[src/rtl/strm_arbiter_pkg.sv]
// Shared widths and FSM encoding for the tx-stream arbiter.
package strm_arbiter_pkg;

    localparam int unsigned STRM_DATA_W  = 32;
    localparam int unsigned STRM_COUNT_W = 8;
    localparam int unsigned STRM_ID_W    = 4;

    typedef enum logic {
        IDLE = 1'b0,
        OWN  = 1'b1
    } arb_state_t;

endpackage

[src/rtl/strm_rr_pick.sv]
// Combinational round-robin picker: first set request after `last`, wrapping.
module strm_rr_pick #(
    parameter int unsigned NUM_REQ = 4,
    parameter int unsigned IDX_W   = $clog2(NUM_REQ)
) (
    input  logic [NUM_REQ-1:0] req,
    input  logic [IDX_W-1:0]   last,
    output logic               found,
    output logic [IDX_W-1:0]   idx
);

    int unsigned cand;

    always_comb begin
        found = 1'b0;
        idx   = '0;
        cand  = 0;
        for (int unsigned k = 1; k <= NUM_REQ; k++) begin
            cand = (32'(last) + k) % NUM_REQ;
            if (!found && req[IDX_W'(cand)]) begin
                found = 1'b1;
                idx   = IDX_W'(cand);
            end
        end
    end

endmodule

[src/rtl/strm_arbiter.sv]
// Round-robin, per-message arbiter sharing the encoder's tx-stream input
// between NUM_REQ producers; flags pulls that arrive with no owner.
module strm_arbiter
    import strm_arbiter_pkg::*;
#(
    parameter int unsigned NUM_REQ = 4,
    parameter int unsigned IDX_W   = $clog2(NUM_REQ)
) (
    input  logic                          clk,
    input  logic                          rst_n,
    input  logic [NUM_REQ*STRM_DATA_W-1:0]  req_data,
    input  logic [NUM_REQ*STRM_COUNT_W-1:0] req_count,
    input  logic [NUM_REQ*STRM_ID_W-1:0]    req_id,
    input  logic [NUM_REQ-1:0]            req_avail,
    output logic [NUM_REQ-1:0]            req_pull,
    input  logic [NUM_REQ-1:0]            enable_mask,
    output logic [STRM_DATA_W-1:0]        strm_data,
    output logic [STRM_COUNT_W-1:0]       strm_count,
    output logic [STRM_ID_W-1:0]          strm_id,
    output logic                          strm_avail,
    input  logic                          strm_pull,
    output logic                          grant_valid,
    output logic [IDX_W-1:0]              grant_idx,
    output logic                          proto_err
);

    arb_state_t              state, state_nxt;
    logic [IDX_W-1:0]        grant_idx_nxt;
    logic [IDX_W-1:0]        last_q, last_nxt;
    logic [STRM_COUNT_W-1:0] remaining, remaining_nxt;
    logic                    started, started_nxt;
    logic                    proto_err_nxt;

    logic                    pick_found;
    logic [IDX_W-1:0]        pick_idx;
    logic [STRM_COUNT_W-1:0] pick_count;
    logic                    sel_avail;
    logic                    own;

    assign own         = (state == OWN);
    assign grant_valid = own;

    strm_rr_pick #(
        .NUM_REQ (NUM_REQ),
        .IDX_W   (IDX_W)
    ) u_pick (
        .req   (req_avail & enable_mask),
        .last  (last_q),
        .found (pick_found),
        .idx   (pick_idx)
    );

    // Owner mux to the encoder, pull steering and count of the pick candidate
    always_comb begin
        strm_data  = '0;
        strm_count = '0;
        strm_id    = '0;
        sel_avail  = 1'b0;
        req_pull   = '0;
        pick_count = '0;
        for (int unsigned i = 0; i < NUM_REQ; i++) begin
            if (own && grant_idx == IDX_W'(i)) begin
                strm_data   = req_data[i*STRM_DATA_W +: STRM_DATA_W];
                strm_count  = req_count[i*STRM_COUNT_W +: STRM_COUNT_W];
                strm_id     = req_id[i*STRM_ID_W +: STRM_ID_W];
                sel_avail   = req_avail[i];
                req_pull[i] = strm_pull;
            end
            if (pick_idx == IDX_W'(i)) begin
                pick_count = req_count[i*STRM_COUNT_W +: STRM_COUNT_W];
            end
        end
    end

    // Offer only until the first pull so the encoder never restarts a message
    assign strm_avail = own & ~started & sel_avail;

    always_ff @(posedge clk) begin
        if (!rst_n) begin
            state <= IDLE;
        end else begin
            state <= state_nxt;
        end
    end

    always_comb begin
        state_nxt     = state;
        grant_idx_nxt = grant_idx;
        last_nxt      = last_q;
        remaining_nxt = remaining;
        started_nxt   = started;
        proto_err_nxt = proto_err;
        case (state)
            IDLE: begin
                if (strm_pull) begin
                    proto_err_nxt = 1'b1;
                end
                if (pick_found) begin
                    state_nxt     = OWN;
                    grant_idx_nxt = pick_idx;
                    last_nxt      = pick_idx;
                    remaining_nxt = pick_count;
                    started_nxt   = 1'b0;
                end
            end
            OWN: begin
                // count 0 loads 0 and wraps, releasing on the 256th pull
                if (strm_pull) begin
                    started_nxt   = 1'b1;
                    remaining_nxt = remaining - STRM_COUNT_W'(1);
                    if (remaining == STRM_COUNT_W'(1)) begin
                        state_nxt = IDLE;
                    end
                end
            end
            default: state_nxt = IDLE;
        endcase
    end

    always_ff @(posedge clk) begin
        if (!rst_n) begin
            grant_idx <= '0;
            last_q    <= IDX_W'(NUM_REQ - 1);
            remaining <= '0;
            started   <= 1'b0;
            proto_err <= 1'b0;
        end else begin
            grant_idx <= grant_idx_nxt;
            last_q    <= last_nxt;
            remaining <= remaining_nxt;
            started   <= started_nxt;
            proto_err <= proto_err_nxt;
        end
    end

endmodule

[config.mk]
export PLATFORM = sky130hd
export DESIGN_NAME = strm_arbiter
export DESIGN_NICKNAME = d
export VERILOG_FILES = /design/src/rtl/strm_arbiter_pkg.sv /design/src/rtl/strm_rr_pick.sv /design/src/rtl/strm_arbiter.sv
export SDC_FILE = /design/constraint.sdc
export NUM_CORES = 1
export LEC_CHECK = 0
export ABC_AREA = 0
export BUFFER_PORTS_ARGS = -buffer_cell sky130_fd_sc_hd__buf_2
export CORE_MARGIN = 10
export CORE_UTILIZATION = 35
export CTS_CLUSTER_SIZE = 12
export DETAILED_ROUTE_END_ITERATION = 6
export GPL_ROUTABILITY_DRIVEN = 0
export PLACE_DENSITY = 0.77
export SLEW_MARGIN = 40
export SYNTH_ARGS = -nofsm -noshare
export SYNTH_HDL_FRONTEND = slang
export SYNTH_SLANG_ARGS = --single-unit
export TNS_END_PERCENT = 20
[constraint.sdc]
create_clock -name clk -period 2.2 [get_ports clk]
set_clock_uncertainty 0.15 [all_clocks]
set_input_delay 0.11 -clock clk [delete_from_list [all_inputs] [get_ports clk]]
set_output_delay 0.11 -clock clk [all_outputs]
set_load 0.01 [all_outputs]
==> results.toml, run 1 <==
[floorplan]
placementRows = 31
core-area_sq_mm = 0.00718
top_level_ports = 240
initial_utilization_pct = 35.8
fp.dieArea_sq_mm = 0.0112
die_w_um = 106
die_height_um = 106

[routing]
drt-total-wl_um = 12000
via_count = 3122
drc = 0
drt-wirelength-per-cell_um = 20.6
drt-vias-per-instance = 5.35
route.antenna.remaining_nets = 0
drt_pass1_iterations = 4
detailedRoute.firstIterationViolations = 301

[sta]
final-max-slew-violation-count = 0
final.period_utilization_pct = 96.1
tightestPinTransition_ns = 0.632
grt_setup_unrepaired = "no"
clock.fmax_ghz = 0.473
setup_viol = 0
final-hold-violation-count = 0
timing.final.ws_setup_ns = 0.0863
max_transition_margin_pct = 57.7
hold_ws_ns = 0.0431
setup_total_negative_slack_ns = 0
layout_min_cycle_time_ns = 2.11

[yosys]
netlist.area_leader.share_pct = 38.6
netlist_instances = 253
synth_area_sq_mm = 0.00257
yosysWarnings = 0
synthTopCellsByArea = "sky130_fd_sc_hd__mux4_2 39%, sky130_fd_sc_hd__dfxtp_1 12%, sky130_fd_sc_hd__and2_1 11%"
avg_synthesized_cell_area_sq_um = 10.1
ys_seq_area_share_pct = 11.7
post_synthesis_net_count = 442
synth-edff-count = 0
synth_top_area_cell = "sky130_fd_sc_hd__mux4_2"
yosys_most_used_dff = "sky130_fd_sc_hd__dfxtp_1"
yosysUniqueCellTypes = 43
postSynth.asyncResetShare_pct = 0
synth_seq_cells = 15

[cts]
clock_path_buffers = 2
hold_buffers = 0
cts_htree_levels = 1
cts_tree = "built"
clock_pin_slew_reported_for_the_worst_setup_and_hold_paths_after_clock_tree_synthesis_ns = 0.06
cts-root-buf = "sky130_fd_sc_hd__clkbuf_8"
clock-sinks = 15
cts_inserted_buffers = 3
clk_latency_ns = 0.25
cts.repair_timing.setup_buffer_count = 0
ctsResizeCount = 0

[grt]
largest_net_degree_at_the_start_of_global_routing = 33
grt.overflow.total = 0
grt_first_pass_wirelength_um = 18000
gr-usage-all-layers_pct = 19.8
first_global_vias = 3297
initial_antenna_violation_count = 0

[setup_path]
crit_family = "multiplexers"
worstPathArrival_ns = 1.85
critPathCaptureType = "primary output"
worst_setup_path_start_kind = "flip-flop"
timing_worst_setup_path_type = "reg2out"
crit_slowest_cell = "sky130_fd_sc_hd__mux4_2"
critPathMaxStageDelay_ns = 0.54
critical_path.cell_chain = "buf_12, mux4_2, and2_1, buf_2"
cp_data_required_time_ns = 1.94
worst-path-buf-inv = 2
path_max_fanout = 25
reg2reg_setup_slack_ns = 0.25

[outcome]
run_status = "finished clean"

[layout]
final_cell_mix = "239 x sky130_fd_sc_hd__buf_2, 45 x sky130_fd_sc_hd__and2_1, 44 x sky130_fd_sc_hd__mux4_2, 20 x sky130_fd_sc_hd__nand2_1, 19 x sky130_fd_sc_hd__mux2i_1"
antennaDiodeCount = 0
post_route_cells_drive_above_1_share_pct = 65.2
fin_nets = 675
most_common_cell_after_layout_fill_and_taps_aside = "sky130_fd_sc_hd__buf_2"
fillCellCount = 674
synthToLayoutAreaGrowth_pct = 54.1

[hold_path]
path_category_of_the_worst_min_delay_check = "in2reg"

[placement]
portBuffers = 239
dpl.hpwl_um = 10500
post_placement_setup_slack_ns = 0.254

[pwr]
clock_power_share_pct = 14.0
power.sequential.fraction_pct = 23.0
power_density_mw_per_mm2 = 406
worst_ir_drop_vdd_uv = 198
power.net_switching_w = 0.000593
leakage_nw = 1.96
switching_share_pct = 36.9
power.share.combinational_pct = 63.0
internal_power_w = 0.00101

[run]
cap_violations = 0
## metrics by stage
| step | util, % | std cells | total power [W] | cell area (sq um) |
|---|---|---|---|---|
| after CTS | 55.1 | 584 | 0.00162 | 3950 |
| after detailed placement | 54.5 | 580 | 0.00139 | 3910 |
| final | 55.1 | 584 | 0.00160 | 3950 |
| after global routing | 55.1 | 584 | 0.00172 | 3950 |
| after floorplan | - | 253 | 0.000990 | 2570 |
| after global placement | 54.3 | 579 | 0.00136 | 3900 |
## path summary, 6_finish.rpt
check,end,depth (start not counted),startpoint
worst min register to register,proto_err,2,proto_err
worst min-delay path,last_q[1],2,rst_n
worst max-delay path,strm_data[22],4,grant_idx[0]
worst max register to register,remaining[1],6,last_q[0]
## Yosys cell counts, types with 3 or more instances
| cell type | instances |
|---|---|
| sky130_fd_sc_hd__clkbuf_1 | 15 |
| sky130_fd_sc_hd__and2_1 | 45 |
| sky130_fd_sc_hd__o21ai_0 | 10 |
| sky130_fd_sc_hd__nand2b_1 | 3 |
| sky130_fd_sc_hd__a21oi_1 | 5 |
| sky130_fd_sc_hd__nand3_1 | 3 |
| sky130_fd_sc_hd__inv_1 | 4 |
| sky130_fd_sc_hd__buf_2 | 5 |
| sky130_fd_sc_hd__nand2_1 | 20 |
| sky130_fd_sc_hd__nor3_1 | 4 |
| sky130_fd_sc_hd__o21ai_1 | 3 |
| sky130_fd_sc_hd__dfxtp_1 | 15 |
| sky130_fd_sc_hd__mux4_2 | 44 |
| sky130_fd_sc_hd__nor2_1 | 15 |
| sky130_fd_sc_hd__mux2i_1 | 19 |
| sky130_fd_sc_hd__mux2_2 | 8 |
## kinds of logic after synthesis
family	count (synthesis)	synth area share, %
AND/OR/NAND/NOR	102	22.0
multiplexers	71	49.5
AO/OA/AOI/OAI	35	10.0
buffers and inverters	27	5.41
flip-flops	15	11.7
adder cells (fa/ha/maj)	2	0.975
XOR/XNOR	1	0.341
## power groups by stage
stage	clock network [W]	logic, W	registers (W)
floorplan	0	0.000641	0.000349
finish	0.000225	0.00101	0.000368
detailed placement	0	0.00102	0.000373
global placement	0	0.000986	0.000372
global route	0.000244	0.00110	0.000374
CTS	0.000234	0.00102	0.000367
## area by class of cell
| type | count | area (sq um) | area share (%) |
|---|---|---|---|
| well taps | 99 | 124 | 3.13 |
| clock buffers | 4 | 45.0 | 1.14 |
| repair buffers | 251 | 1330 | 33.6 |
| inverters | 4 | 15.0 | 0.380 |
| multi-input cells | 211 | 2140 | 54.1 |
| flip-flops and latches | 15 | 305 | 7.72 |
## flip-flops by register name, summed over array words and instances, names as in the netlist
name and flops:
grant_idx 2, grant_valid 1, last_q 2, proto_err 1, remaining 8, started 1
## layer usage
layer	wire length, um	global-route usage (%)
met2	6360	36.4
met5	0	0
met4	235	4.64
met3	1130	5.85
met1	4300	21.7
## worst reg2reg max path: stages, from the launching register on
cell and delay [ns]:
sky130_fd_sc_hd__dfxtp_1 0.34, sky130_fd_sc_hd__buf_4 0.16, sky130_fd_sc_hd__o22a_1 0.15, sky130_fd_sc_hd__nor2_1 0.10, sky130_fd_sc_hd__a221o_1 0.44, sky130_fd_sc_hd__mux2_2 0.41, sky130_fd_sc_hd__a21oi_1 0.14
Note: power is estimated with default switching activity, not from simulation.
==> run 2: changes to the inputs <==
--- a/config.mk
+++ b/config.mk
@@ -9,9 +9,11 @@
 export BUFFER_PORTS_ARGS = -buffer_cell sky130_fd_sc_hd__buf_2
 export CORE_MARGIN = 10
 export CORE_UTILIZATION = 35
+export CTS_BUF_LIST = sky130_fd_sc_hd__clkbuf_8
 export CTS_CLUSTER_SIZE = 12
 export DETAILED_ROUTE_END_ITERATION = 6
 export GPL_ROUTABILITY_DRIVEN = 0
+export GPL_TIMING_DRIVEN = 0
 export PLACE_DENSITY = 0.77
 export SLEW_MARGIN = 40
 export SYNTH_ARGS = -nofsm -noshare
==> run 2 against run 1 <==
  * Sequential power down 3%
  * Clock power up 2%
  * Total power up 0.29%
  * Non-clock buffer count up 9
  * Combinational power about the same
  * Critical path type unchanged
  * Largest cell class unchanged
  * Largest power group unchanged
==> results.toml, run 2 (synthesis results as in run 1) <==
[pwr]
worst_ir_drop_vdd_uv = 256
power_density_mw_per_mm2 = 407
leakage_nw = 1.97

[sta]
setup_viol = 0
grt_setup_unrepaired = "no"
final.period_utilization_pct = 93.8
setup_total_negative_slack_ns = 0
clock.fmax_ghz = 0.484
tightestPinTransition_ns = 0.557
max_transition_margin_pct = 62.7
final-hold-violation-count = 0
layout_min_cycle_time_ns = 2.06
final-max-slew-violation-count = 0

[routing]
drt_pass1_iterations = 4
drc = 0
route.antenna.remaining_nets = 0
drt-vias-per-instance = 5.23
via_count = 3100
drt-wirelength-per-cell_um = 20.7
detailedRoute.firstIterationViolations = 176
drt-total-wl_um = 12200

[floorplan]
core-area_sq_mm = 0.00718
initial_utilization_pct = 35.8
placementRows = 31
die_height_um = 106
die_w_um = 106
fp.dieArea_sq_mm = 0.0112
top_level_ports = 240

[layout]
final_cell_mix = "242 x sky130_fd_sc_hd__buf_2, 45 x sky130_fd_sc_hd__and2_1, 44 x sky130_fd_sc_hd__mux4_2, 20 x sky130_fd_sc_hd__nand2_1, 19 x sky130_fd_sc_hd__mux2i_1"
largest_register_ff_count = 8
fin_nets = 684
post_route_cells_drive_above_1_share_pct = 64.6
antennaDiodeCount = 0
fillCellCount = 646
reg_top3 = "remaining x8, grant_idx x2, last_q x2"
finish.utilization_pct = 55.2
most_common_cell_after_layout_fill_and_taps_aside = "sky130_fd_sc_hd__buf_2"
finalInstanceArea_sq_mm = 0.00396
top_register = "remaining"
synthToLayoutAreaGrowth_pct = 54.3

[grt]
grtUsageMet3_pct = 4.63
largest_net_degree_at_the_start_of_global_routing = 11
first_global_vias = 3216
initial_antenna_violation_count = 0
gr-usage-all-layers_pct = 20.4
global_route.usage.met2_pct = 37.7
grt_first_pass_wirelength_um = 18400
grt_util_met1_pct = 23.6
grt.overflow.total = 0
gr-max-usage-layer = "met2"

[cts]
cts_tree = "built"
cts_htree_levels = 1
cts-root-buf = "sky130_fd_sc_hd__clkbuf_8"
clock_pin_slew_reported_for_the_worst_setup_and_hold_paths_after_clock_tree_synthesis_ns = 0.07
clk_latency_ns = 0.26
clock_path_buffers = 2
clock-sinks = 15
cts.repair_timing.setup_buffer_count = 0
cts_inserted_buffers = 3

[setup_path]
crit_slowest_cell = "sky130_fd_sc_hd__o41ai_4"
worstPathArrival_ns = 1.80
worst_setup_path_start_kind = "flip-flop"
critical_path.startpoint = "grant_valid"
critical_path.cell_chain = "o41ai_4, nor2_1, and3_1, buf_2"
worst_r2r_startpoint = "last_q[0]"
crit_family = "compound AO/OA/AOI/OAI gates"
critPathMaxStageDelay_ns = 0.63
timing_worst_setup_path_type = "reg2out"
critPathCaptureType = "primary output"
path_max_fanout = 9
worst-path-buf-inv = 1
cp_data_required_time_ns = 1.94

[hold_path]
worst_min_path_start = "rst_n"
path_category_of_the_worst_min_delay_check = "in2reg"

[placement]
dpl.hpwl_um = 10700
portBuffers = 239
detailed_place.area_sq_mm = 0.00389

[outcome]
run_status = "finished clean"

[run]
cap_violations = 0
==> run 2: through the flow <==
step	total power, W	hold WS [ns]	std cells	worst slack [ns]
floorplan	0.000990	0.0882	253	0.202
CTS	0.00162	0.0135	594	0.0208
finish	0.00161	0.0240	593	0.136
global placement	0.00135	0.284	591	0.0436
global route	0.00173	0.0361	593	0.00287
detailed placement	0.00138	0.278	591	0.00278
==> run 2: timing repair <==
item | CTS | global route
endpoints found under the setup margin | 48 | 40
hold buffers | 0 | 0
gates resized for setup | 13 | 3
==> run 2: cell type report <==
| class | count | area, sq um | area share, % |
|---|---|---|---|
| Multi-Input combinational cell | 211 | 2140 | 54.0 |
| Timing Repair Buffer | 239 | 1200 | 30.2 |
| Sequential cell | 15 | 302 | 7.62 |
| Buffer | 21 | 138 | 3.48 |
| Tap cell | 99 | 124 | 3.13 |
| Clock buffer | 3 | 41.3 | 1.04 |
| Inverter | 4 | 15.0 | 0.379 |
| Clock inverter | 1 | 5.00 | 0.126 |
==> run 2: layer usage <==
metal  up-vias  wire [um]
met4         0        207
li1       1457          -
met1      1473       4570
met3        19        993
met5         -          0
met2       151       6470
==> run 2: where the power goes <==
group | switching (W) | internal [W] | total (W)
sequential | 0.0000483 | 0.000309 | 0.000358
combinational | 0.000454 | 0.000569 | 0.00102
clock | 0.000103 | 0.000126 | 0.000229
total | 0.000606 | 0.00100 | 0.00161
==> run 2: worst paths after layout <==
check	endpoint	slack [ns]	cells after the start
hold reg to reg	proto_err	0.36	2
setup reg to reg	remaining[1]	0.32	7
hold / removal	proto_err	0.02	2
setup / recovery	req_pull[3]	0.14	4
==> run 2: worst register-to-register path: cells and delay by family (launching register included) <==
family                 cells  cell delay, ns
DFF                        1            0.36
buffers and inverters      2            0.33
muxes                      2            0.42
AOI/OAI and AO/OA          3            0.54
